[src/rtl/reg_pipeline.sv]
// reg_pipeline: DEPTH-stage, WIDTH-bit register pipeline with a valid/ready
// handshake. Empty stages keep filling while the output is stalled, so bubbles
// do not hold up upstream data.
//
// Ports
//   clk, rst          clock; asynchronous active-high reset
//   ce                global clock enable (all state holds when low)
//   flush             synchronous clear of every stage (only on an enabled edge)
//   in_valid/in_ready/in_data     upstream handshake
//   out_valid/out_ready/out_data  downstream handshake, driven by the last stage
//   count             number of valid stages, 0..DEPTH

// One pipeline stage: valid bit plus a data register that loads only when the
// incoming valid is set, so a bubble never overwrites held data.
module reg_pipeline_stage #(
  parameter int               WIDTH     = 8,
  parameter logic [WIDTH-1:0] RESET_VAL = '0
) (
  input  logic             clk,
  input  logic             rst,
  input  logic             en,
  input  logic             clr,
  input  logic             adv,
  input  logic             vin,
  input  logic [WIDTH-1:0] din,
  output logic             v,
  output logic [WIDTH-1:0] d
);
  always_ff @(posedge clk or posedge rst) begin
    if (rst) begin
      v <= 1'b0;
      d <= RESET_VAL;
    end else if (clr) begin
      v <= 1'b0;
      d <= RESET_VAL;
    end else if (en && adv) begin
      v <= vin;
      if (vin) d <= din;
    end
  end
endmodule

module reg_pipeline #(
  parameter int               WIDTH     = 8,
  parameter int               DEPTH     = 3,
  parameter logic [WIDTH-1:0] RESET_VAL = '0,
  parameter int               CNT_W     = $clog2(DEPTH+1)
) (
  input  logic             clk,
  input  logic             rst,
  input  logic             ce,
  input  logic             flush,
  input  logic             in_valid,
  output logic             in_ready,
  input  logic [WIDTH-1:0] in_data,
  output logic             out_valid,
  input  logic             out_ready,
  output logic [WIDTH-1:0] out_data,
  output logic [CNT_W-1:0] count
);
  logic [DEPTH-1:0]            v;
  logic [DEPTH-1:0][WIDTH-1:0] d;
  logic [DEPTH-1:0]            adv;
  logic                        en, clr, acc_in, acc_out;
  logic [CNT_W-1:0]            count_q;

  assign en  = ce & ~flush;
  assign clr = ce & flush;

  // A stage may advance if it is empty or the stage ahead of it advances;
  // this is what lets bubbles collapse behind a stalled output.
  always_comb begin
    adv = '0;
    adv[DEPTH-1] = ~v[DEPTH-1] | out_ready;
    for (int i = DEPTH-2; i >= 0; i--)
      adv[i] = ~v[i] | adv[i+1];
  end

  // Reset clears v asynchronously, which would make adv[0]=1; gate with rst
  // so in_ready stays low for as long as reset is held.
  assign in_ready = ~rst & en & adv[0];
  assign acc_in   = in_ready & in_valid;
  assign acc_out  = en & v[DEPTH-1] & out_ready;

  for (genvar i = 0; i < DEPTH; i++) begin : g_stage
    logic             vin;
    logic [WIDTH-1:0] din;
    if (i == 0) begin : g_head
      assign vin = in_valid;
      assign din = in_data;
    end else begin : g_body
      assign vin = v[i-1];
      assign din = d[i-1];
    end
    reg_pipeline_stage #(.WIDTH(WIDTH), .RESET_VAL(RESET_VAL)) u_stage (
      .clk(clk), .rst(rst), .en(en), .clr(clr), .adv(adv[i]),
      .vin(vin), .din(din), .v(v[i]), .d(d[i])
    );
  end

  always_ff @(posedge clk or posedge rst) begin
    if (rst)
      count_q <= '0;
    else if (clr)
      count_q <= '0;
    else if (en)
      count_q <= count_q + CNT_W'(acc_in) - CNT_W'(acc_out);
  end

  assign count     = count_q;
  assign out_valid = v[DEPTH-1];
  assign out_data  = d[DEPTH-1];
endmodule

[config.mk]
export PLATFORM = sky130hd
export DESIGN_NAME = reg_pipeline
export DESIGN_NICKNAME = d
export VERILOG_FILES = /design/src/rtl/reg_pipeline.sv
export SDC_FILE = /design/constraint.sdc
export NUM_CORES = 1
export LEC_CHECK = 0
export CAP_MARGIN = 20
export CORE_ASPECT_RATIO = 0.9
export CORE_MARGIN = 2
export CORE_UTILIZATION = 45
export CTS_BUF_LIST = sky130_fd_sc_hd__clkbuf_8 sky130_fd_sc_hd__clkbuf_16
export DETAILED_ROUTE_END_ITERATION = 10
export PLACE_DENSITY = 0.7
export SLEW_MARGIN = 20
export SYNTH_ARGS = -nofsm -noshare
export SYNTH_HDL_FRONTEND = slang
export SYNTH_SLANG_ARGS = --single-unit
[constraint.sdc]
create_clock -name clk -period 2.31 [get_ports clk]
set_input_delay 0.231 -clock clk [delete_from_list [all_inputs] [get_ports clk]]
set_output_delay 0.231 -clock clk [all_outputs]
set_load 0.1 [all_outputs]
==> results by group <==
Critical path
  • Arr. time, crit path: 2.02 ns
  • Reg2reg start: g_stage[1].u_stage.v
  • Capture point of the worst reg-to-reg path: count[1]
  • Critical path endpoint category: flip-flop
  • CP Launch Type: input pin
  • R2R Setup Slk: 0.47 ns
  • Critical path type: input pin to flip-flop
  • Crit Path Max Fanout: 10
  • WP data required: 2.46 ns
  • Cells on worst reg2reg path: 9

Timing
  • Slew Limit Fails: 0
  • TNS Setup: 0 ns
  • Final Hold Fails: 0
  • Worst Max-Slew Pin Slew: 0.362 ns
  • Final Cycle Share: 80.9%
  • Clk_skew: 0.00416 ns
  • RSZ-0062 raised after global routing: false
  • Relative slew slack: 75.9%
  • Highest clock rate: 535 MHz
  • Min Tclk post-route: 1.87 ns
  • Setup violation total in the final timing report: 0

Drt
  • DR pass1 iterations: 4
  • Post-Route WL: 2790 um
  • Total vias in the final route: 1,086
  • DR iter-0 viols: 33
  • Antenna viol nets, final: 0
  • Via density: 5.07
  • Remaining DRCs: 0
  • Avg WL per Cell: 13.0 um

CTS
  • H-tree Lvls: 2
  • CTS Hold Buffers Added: 0
  • Post-CTS setup buffer count: 0
  • Total CTS buffers: 5
  • TritonCTS clock tree: built
  • Clk buf depth: 2
  • Clock Latency Late Sink: 0.28 ns
  • CTS resizes: 0
  • Root cell of the clock tree: clkbuf_8
  • Clk sinks: 29
  • Clock slew at reported path FFs: 0.06 ns

Logic synthesis
  • Top post-synthesis cells by area: dfrtp_1 52%, nand2_1 7.7%, mux2i_1 6.4%
  • Syn nets: 156
  • Syn_area_per_cell: 10.0 um2
  • Ys Warns: 0
  • Flop and latch count out of synthesis: 29
  • Synth unique cells: 28
  • Post-synth EDFFs: 0
  • Synthesized area: 1410 um2
  • Area leader, netlist: dfrtp_1
  • Post-Synthesis Cells: 140
  • Sequential area share after synthesis: 51.6%
  • Top-area cell type share of the netlist area: 51.6%
  • Async SR Flop Fraction: 100%
  • Synth top cells by count: 29 x dfrtp_1, 29 x nand2_1, 13 x inv_1
  • Top FF cell, synth: dfrtp_1

Floorplanning
  • Die ar.: 3590 um2
  • Initial Util: 46.5%
  • Area of the core: 3020 um2
  • Die Y: 57.0 um
  • Die width: 62.9 um
  • # rows: 19
  • Io pins: 26

Power
  • Reg power frac: 48.2%
  • Clock power frac: 34.6%
  • Cell leakage power: 0.908 nW
  • Comb pwr share: 17.2%
  • Pwr/cell area: 649 nW/um2
  • Pint: 0.000813 W
  • Maximum vdd ir drop: 0.386 mV
  • P_sw: 0.000344 W
  • Net Sw Frac: 29.8%

Final layout
  • Fin nets: 187
  • Share of post-route cells with drive strength above 1: 24.4%
  • Area grow syn2layout: 27.0%
  • Finished Layout Cells: 214
  • Finished Cell Area: 1780 um2
  • Filler instances: 264
  • Diodes inserted: 0

Global route
  • Initial antenna violation count: 0
  • Grt total ovfl: 0
  • Largest net degree at the start of global routing: 30
  • Via count of the first global-routing pass: 1,095
  • First-pass GRT wire length: 5020 um
  • Tot GR Track Use: 18.2%

Hold path
  • Worst hold path class: input pin to async pin

Placement
  • Placed cell area: 1700 um2
  • DP HPWL: 2010 um
  • I/O Buffers: 25
  • Placed cell count: 206
  • GPL Wtd Cong: 0.819

Status
  • Status: finished, final reports clean

Job
  • Max-cap violations: 0
-- layout by cell type (no fill, tap or decap), types with 2 or more instances in the layout --
| cell | instances |
|---|---|
| o21ai_1 | 7 |
| clkinv_2 | 2 |
| clkinvlp_4 | 2 |
| o21ai_2 | 8 |
| a21o_1 | 2 |
| and3_1 | 2 |
| mux2i_1 | 9 |
| buf_4 | 19 |
| nand2_1 | 29 |
| inv_1 | 12 |
| clkdlybuf4s50_1 | 13 |
| ha_1 | 2 |
| dfrtp_1 | 28 |
| clkbuf_8 | 5 |
| a21oi_1 | 2 |
| nand3_1 | 8 |
| nand4_1 | 7 |
-- how the worst max path moves through the flow --
| stage | from | end |
|---|---|---|
| 6_report | out_ready | count[1] |
| 5_1_grt | out_ready | count[1] |
| 4_1_cts | out_ready | count[1] |
| 3_5_place_dp | out_ready | count[1] |
| 3_3_place_gp | out_ready | count[1] |
| 2_1_floorplan | g_stage[2].u_stage.v | count[1] |
-- critical path, cell delays in order --
cell             delay, ns
clkdlybuf4s50_1       0.50
nand4b_4              0.20
and3_4                0.23
nand2_1               0.06
ha_1                  0.27
inv_1                 0.04
ha_1                  0.18
xnor2_1               0.14
nand3b_1              0.08
o221ai_1              0.10
-- logic make-up after synthesis --
| kind of cell | share of synthesized area, % |
|---|---|
| AND/OR/NAND/NOR | 19.7 |
| flip-flops | 51.6 |
| AO/OA/AOI/OAI | 11.9 |
| buffers and inverters | 7.93 |
| multiplexers | 6.41 |
| adder cells (fa/ha/maj) | 1.78 |
| XOR/XNOR | 0.623 |
-- state kept, by name, summed over array words and instances, names as in the netlist --
name,cells
g_stage.u_stage.v,3
g_stage.u_stage.d,24
count,2
-- power by group through the flow --
stage	combinational, W	sequential, W	clock (W)
4_1_cts	0.000200	0.000557	0.000413
5_1_grt	0.000216	0.000562	0.000436
2_1_floorplan	0.0000801	0.000619	0
6_report	0.000199	0.000558	0.000401
3_3_place_gp	0.000195	0.000565	0
3_5_place_dp	0.000199	0.000567	0
-- metrics by stage --
stage	hold slack [ns]	total power [W]	utilization, %	setup WS (ns)
final	0.420	0.00116	59.1	0.442
after global routing	0.463	0.00121	59.1	0.331
after CTS	0.432	0.00117	59.1	0.444
after detailed placement	0.498	0.000766	56.2	0.151
after global placement	0.499	0.000761	56.2	0.213
after floorplan	0.145	0.000699	-	0.0307
-- cell type report --
cell class                      count  area, um2  share of cell area, %
Clock buffer                        5       68.8                   3.86
Clock inverter                      3       17.5                  0.982
Inverter                           13       52.6                   2.95
Multi-Input combinational cell     89        573                   32.1
Sequential cell                    29        727                   40.7
Tap cell                           42       52.6                   2.95
Timing Repair Buffer               33        293                   16.4
-- metal layers --
metal  track usage (%)  vias to the layer above  routed length (um)
met5                 0                        -                   0
met4              9.52                        0                  62
met3              4.14                        6                 116
met2              29.6                       31                1320
met1              22.9                      516                1290
li1                  -                      533                   -
(Power assumes the default switching activity.)
